## config.mk

```make
export PLATFORM = sky130hd
export DESIGN_NAME = if_prefetch_buffer
export DESIGN_NICKNAME = d
export VERILOG_FILES = /design/src/rtl/if_prefetch_buffer.sv
export SDC_FILE = /design/constraint.sdc
export NUM_CORES = 1
export LEC_CHECK = 0
export CORE_UTILIZATION = 40
export CTS_CLUSTER_DIAMETER = 30
export DETAILED_ROUTE_END_ITERATION = 7
export PLACE_DENSITY = 0.62
export SLEW_MARGIN = 20
export SYNTH_ARGS = -nofsm -noshare
export SYNTH_HDL_FRONTEND = slang
export SYNTH_SLANG_ARGS = --single-unit
```

## constraint.sdc

```tcl
create_clock -name clk -period 5.2 [get_ports clk]
set_input_delay 0.78 -clock clk [delete_from_list [all_inputs] [get_ports clk]]
set_output_delay 0.78 -clock clk [all_outputs]
set_load 0.01 [all_outputs]
```

## src/rtl/if_prefetch_buffer.sv

```systemverilog
// Instruction prefetch queue: fetches sequential instructions over a req/ack port,
// buffers up to DEPTH {pc, instr} pairs for IF_ID and flushes on branch redirect.
module if_prefetch_buffer #(
    parameter int                DEPTH    = 4,
    parameter int                ADDR_W   = 64,
    parameter int                INSTR_W  = 32,
    parameter logic [ADDR_W-1:0] RESET_PC = '0
) (
    input  logic                     clk,
    input  logic                     reset,
    output logic                     imem_req,
    output logic [ADDR_W-1:0]        imem_addr,
    input  logic                     imem_ack,
    input  logic [INSTR_W-1:0]       imem_rdata,
    input  logic                     redirect_valid,
    input  logic [ADDR_W-1:0]        redirect_pc,
    output logic                     out_valid,
    input  logic                     out_ready,
    output logic [ADDR_W-1:0]        out_pc,
    output logic [INSTR_W-1:0]       out_instr,
    output logic [$clog2(DEPTH):0]   count
);
    localparam int PTR_W = $clog2(DEPTH);
    localparam int CNT_W = PTR_W + 1;
    localparam logic [CNT_W-1:0]   DEPTH_C = CNT_W'(DEPTH);
    localparam logic [INSTR_W-1:0] NOP     = INSTR_W'(32'h0000_0013);

    typedef enum logic [1:0] {IDLE, BUSY, DROP} state_t;

    state_t             state, state_nxt;
    logic [ADDR_W-1:0]  addr_nxt;
    logic [ADDR_W-1:0]  fetch_pc, fetch_pc_nxt;
    logic [PTR_W-1:0]   rd_ptr, wr_ptr;
    logic [CNT_W-1:0]   count_nxt;
    logic               push, pop;

    logic [ADDR_W-1:0]  pc_mem    [DEPTH];
    logic [INSTR_W-1:0] instr_mem [DEPTH];

    assign imem_req  = (state != IDLE);
    assign out_valid = (count != '0);
    assign pop       = out_valid && out_ready && !redirect_valid;
    assign push      = (state == BUSY) && imem_ack && !redirect_valid;
    assign out_pc    = pc_mem[rd_ptr];
    assign out_instr = out_valid ? instr_mem[rd_ptr] : NOP;

    always_comb begin
        count_nxt = count;
        if (redirect_valid)
            count_nxt = '0;
        else if (push && !pop)
            count_nxt = count + CNT_W'(1);
        else if (pop && !push)
            count_nxt = count - CNT_W'(1);
    end

    // A redirect always wins; a request still in flight must be drained in DROP.
    always_comb begin
        state_nxt    = state;
        addr_nxt     = imem_addr;
        fetch_pc_nxt = fetch_pc;
        if (redirect_valid) begin
            fetch_pc_nxt = redirect_pc;
            case (state)
                IDLE:    state_nxt = IDLE;
                BUSY:    state_nxt = imem_ack ? IDLE : DROP;
                DROP:    state_nxt = imem_ack ? IDLE : DROP;
                default: state_nxt = IDLE;
            endcase
        end else begin
            case (state)
                IDLE: begin
                    if (count < DEPTH_C) begin
                        state_nxt = BUSY;
                        addr_nxt  = fetch_pc;
                    end
                end
                BUSY: begin
                    if (imem_ack) begin
                        fetch_pc_nxt = imem_addr + ADDR_W'(4);
                        if (count_nxt < DEPTH_C)
                            addr_nxt = imem_addr + ADDR_W'(4);
                        else
                            state_nxt = IDLE;
                    end
                end
                DROP: begin
                    if (imem_ack)
                        state_nxt = IDLE;
                end
                default: state_nxt = IDLE;
            endcase
        end
    end

    always_ff @(posedge clk or posedge reset) begin
        if (reset) begin
            state     <= IDLE;
            imem_addr <= RESET_PC;
            fetch_pc  <= RESET_PC;
            count     <= '0;
            rd_ptr    <= '0;
            wr_ptr    <= '0;
        end else begin
            state     <= state_nxt;
            imem_addr <= addr_nxt;
            fetch_pc  <= fetch_pc_nxt;
            count     <= count_nxt;
            if (redirect_valid) begin
                rd_ptr <= '0;
                wr_ptr <= '0;
            end else begin
                if (push)
                    wr_ptr <= wr_ptr + PTR_W'(1);
                if (pop)
                    rd_ptr <= rd_ptr + PTR_W'(1);
            end
        end
    end

    // Queue storage carries data only; validity comes from count, so no reset.
    always_ff @(posedge clk) begin
        if (push) begin
            pc_mem[wr_ptr]    <= imem_addr;
            instr_mem[wr_ptr] <= imem_rdata;
        end
    end

endmodule

```

Word-level counts from Yosys, hierarchy flattened --
Memories as Yosys holds them, arrays and structs flattened. Index checks and enable logic that the tools add are counted.
Storage, ports and cells: ROM bits 0, input bits 101, flip-flop bits (word level) 137, output and inout bits 165, memories 2, bits in latches 0, RAM bits 384
Memories:
- pc_mem | depth 4, bits a word 64, rd ports 1, clocked after Yosys merged registers in 0, write ports 1, line 37 | logic [ADDR_W-1:0] pc_mem [DEPTH];
- instr_mem | depth 4, bits a word 32, rd ports 1, clocked after Yosys merged registers in 0, write ports 1, line 38 | logic [INSTR_W-1:0] instr_mem [DEPTH];
Operators by class: add/sub/neg operators 5, mux-type cells 25, equality and inequality tests 9, shift operators 0, reduce and logical (&&, ||, !) cells 21, div/mod/pow operators 0, $mul 0, bitwise gates (word level) 1, magnitude comparators 2
Operators with widths (number):
- $mux 64 | 6
- $pmux 64 s2 | 1
- $add 64x3->64 const B | 1
- $mux 32 | 1
- $mux 2 | 11
- $ne 3x3->1 const B | 4
- $reduce_bool 2->1 | 6
- $mux 3 | 3
- $logic_and 1x1->1 | 6
- $lt 3x3->1 const B | 2
- $pmux 2 s3 | 1
- $reduce_and 5->1 | 1
- $add 2x1->2 const B | 2
- $ne 2x2->1 const B | 2
- $reduce_and 4->1 | 1
- $add 3x1->3 const B | 1
- $logic_not 1->1 | 3
- $reduce_bool 3->1 | 1
- $sub 3x1->3 const B | 1
- $eq 2x1->1 const B | 1
- $eq 2x2->1 const B | 1
- $logic_not 2->1 | 1
- $mux 1 | 2
- $ne 2x1->1 const B | 1
- 3 further kinds | 3

Depth between registers and ports, before layout --
depth in word-level cells 13, mapped depth 11, mapped depth without buffers 9

Worst setup path before layout --
No wires, ideal clock.
path kind in2reg, start point in redirect_valid, end point mem instr_mem[0][0], enable pin, slack 1.129 ns, stages on the path 4, arrival 3.606 ns, path through buf_2 -> clkbuf_1 -> nor2_1 -> and2_1
Between the ends: word-level cells in the longest chain between the ends 4
Ends and longest elaborated chain:
- from (decl) | line 15 | input logic redirect_valid,
- $logic_not 1->1 | line 43 | assign push = (state == BUSY) && imem_ack && !redirect_valid;
- $logic_and 1x1->1 | line 43
- $mux 1 | line 123 | if (push) begin
- $mux 1 (implied by the code) | line 125 | instr_mem[wr_ptr] <= imem_rdata;
- to (decl) | line 38
Every way passes these cells.

Worst setup path after layout --
start point reg rd_ptr[0], end point out out_instr[12]
Between the ends: word-level cells in the longest chain between the ends 2
Ends and longest elaborated chain:
- from (decl) | line 33 | logic [PTR_W-1:0] rd_ptr, wr_ptr;
- from (signal assigned) | line 116 | rd_ptr <= rd_ptr + PTR_W'(1);
- $mem_v2 4x32
- $mux 32 | line 45 | assign out_instr = out_valid ? instr_mem[rd_ptr] : NOP;
- to (decl) | line 20 | output logic [INSTR_W-1:0] out_instr,
Every way passes these cells.

==> out/metrics.cfg <==
[critical_path]
end_kind = output port
crit_path_start_kind = flop
crit_path_start = rd_ptr[0]
cp_data_arrival_time_ps = 3060
required_ps = 4420
r2r_start = imem_addr[2]
worstPathMaxFanout = 21
path_class = reg2out

[global_routing]
grt_max_degree = 97
grt_use_total = 0.212
grt_pass1_wl_um = 91200
overflow = 0
grt_pass1_vias = 14966
grt_antenna_before_repair = 5

[routing]
drc_errors = 0
wl_per_cell_um = 22.2
first_iter_violations = 1143
wirelength_um = 60100
drt-pass1-iter-count = 7
detail-route-antenna-nets = 0
vias = 14895
vias_per_cell = 5.50

[synthesis]
async_reset_ff_frac = 0.263
synthFlopType = edfxtp_1
synth.top_cells.by_count = 384 x edfxtp_1, 137 x dfrtp_1, 131 x nand2_1, 102 x a21oi_1, 96 x mux4_2
synth_warnings = 0
yosys.cell_count.top_type = edfxtp_1
synth-seq-cells = 521
syn-num-nets = 1672
synth.top_cell.area_share = 0.512
syn_area_um2 = 22500
synth.distinct_cells = 64
synth.area.top_cells = edfxtp_1 51%, dfrtp_1 15%, mux4_2 9.6%
yosysTopAreaCell = edfxtp_1
synth_edf_count = 384
synth.avg_cell_area_um2 = 14.4
synth.yosys.seq_area_share = 0.664
synthCells = 1560

[clocking]
root_buffer = clkbuf_16
htreeDepth = 3
clock_path_buffers = 3
cts_buffers = 111
hold_buffers = 0
cts_resized = 0
tritoncts = done
clock_latency_ps = 660
cts_setup_buffers = 0
clock_sinks = 521
cts.reportedPaths.clkPinSlew_ps = 50

[floorplan]
pin_count = 266
initial_core_util = 0.407
rows = 86
dieWidth_um = 239
die_area_um2 = 57300
die_y_um = 239
core_um2 = 55400

[worst_hold_path]
hp-class = reg2reg
min_from = fetch_pc[0]

[layout]
drive_above_1_share = 0.168
syn2layout_area_growth_pct = 32.6
fill_cells = 4555
postLayoutCellArea_um2 = 29900
nNetsFinal = 1970

[power]
clkPwrFrac = 0.393
seq_power_share = 0.352
power_frac_comb = 0.255
netSwitchingPower_mw = 5.54
ir_drop_uv = 375
power.density_nw_per_um2 = 599
p_sw_frac = 0.309
p_leak_nw = 10.2
p_int_mw = 12.4

[flow_run]
drv_cap = 0

[sta]
tns_ps = 0
timing.hold.ws_ps = 471
rsz0062_at_grt = false
hold_viol = 0
final_max_slew_viol_count = 0
fin_crit_sh = 0.739
slew_headroom = 0.251
setup_violations = 0
fin_skew_ps = 25.1
max_freq_mhz = 260
setup_slack_ps = 1360
period_minus_slack_ps = 3840
worstMarginPinSlew_ps = 1120

[place]
gp_congestion = 0.878
io_buffer_count = 265
dp_hpwl_um = 37800
dp_slack_ps = 1860
place_area_um2 = 26000

[status]
status = finished clean

==> state kept, by name (all words and copies together) (netlist names) <==
register   cells
count          3
rd_ptr         2
wr_ptr         2
pc_mem       256
instr_mem    128
imem_addr     64
state          2
fetch_pc      64
==> power by group through the flow <==
stage          logic, mW  registers (mW)  clock network, mW
6_report            4.56            6.30               7.04
5_1_grt             4.95            6.42               7.36
4_1_cts             4.60            6.32               7.13
3_5_place_dp        4.57            6.38                  0
3_3_place_gp        4.52            6.33                  0
2_1_floorplan       2.65            5.96                  0
==> cell families after synthesis <==
logic type,after synthesis,share of synthesized area
AOI/OAI and AO/OA,282,0.0752
xor gates and xnor gates,55,0.0214
adders and majority gates,11,0.00611
buffers and inverters,127,0.0218
DFF,521,0.664
muxes,131,0.112
and+or+nand+nor,433,0.100
==> cell type report <==
cell class                 instances  area [um2]  area share
antenna                            4        10.0    0.000335
clock buffer                     144        2980      0.0998
clock inverter                    66         841      0.0281
inverter                          19        76.3     0.00255
multi-input combinational        912        7130       0.239
sequential                       521       15000       0.501
tap                              748         936      0.0313
timing repair buffer             293        2940      0.0983
==> metal layers <==
layer | up-vias | wire length, um | track usage
met5 | - | 11 | 0
met4 | 2 | 1510 | 0.0861
met3 | 107 | 3990 | 0.0473
met2 | 549 | 28500 | 0.324
met1 | 7551 | 26200 | 0.292
li1 | 6686 | - | -
==> critical path, cell delays in order (launching register included) <==
cell and delay [ps]:
dfrtp_4 700, buf_4 470, mux4_2 590, and2_1 170, clkdlybuf4s50_1 470
==> layout by cell type, fill, tap and decap left out, drive strengths merged, types with 5 or more instances in the layout <==
cell type / count
clkinv: 31
nor2: 69
dfrtp: 137
and2: 36
a21oi: 102
xor2: 19
o22ai: 23
xnor2: 36
clkbuf: 144
a31oi: 5
and3: 16
clkinvlp: 15
nor4: 15
o22a: 5
bufinv: 15
nand2: 131
or4: 6
or3: 5
o21ai: 78
nor3: 19
ha: 11
nand4: 35
buf: 29
nand3: 47
a21o: 9
edfxtp: 384
o2bb2a: 6
inv: 24
mux4: 96
mux2i: 33
o221ai: 6
a211oi: 7
and4: 14
clkdlybuf4s50: 264
nor3b: 20
o31ai: 9
o21a: 5
==> path summary, 6_finish.rpt <==
path,to,slack [ps],cells after the start
hold / removal,imem_addr[0],470,2
hold reg to reg,imem_addr[0],470,2
min in group asynchronous,fetch_pc[8],580,2
max in group asynchronous,imem_addr[32],3590,3
setup reg to reg,imem_addr[60],1980,8
setup / recovery,out_instr[12],1360,4
==> metrics by stage <==
| stage | utilization | cells | power [mW] |
|---|---|---|---|
| floorplan | - | 1560 | 8.61 |
| global placement | 0.470 | 2493 | 10.9 |
| detailed placement | 0.470 | 2493 | 11.0 |
| CTS | 0.539 | 2703 | 18.0 |
| global route | 0.539 | 2706 | 18.7 |
| finish | 0.539 | 2707 | 17.9 |
Power figures use the tool's default switching activity.
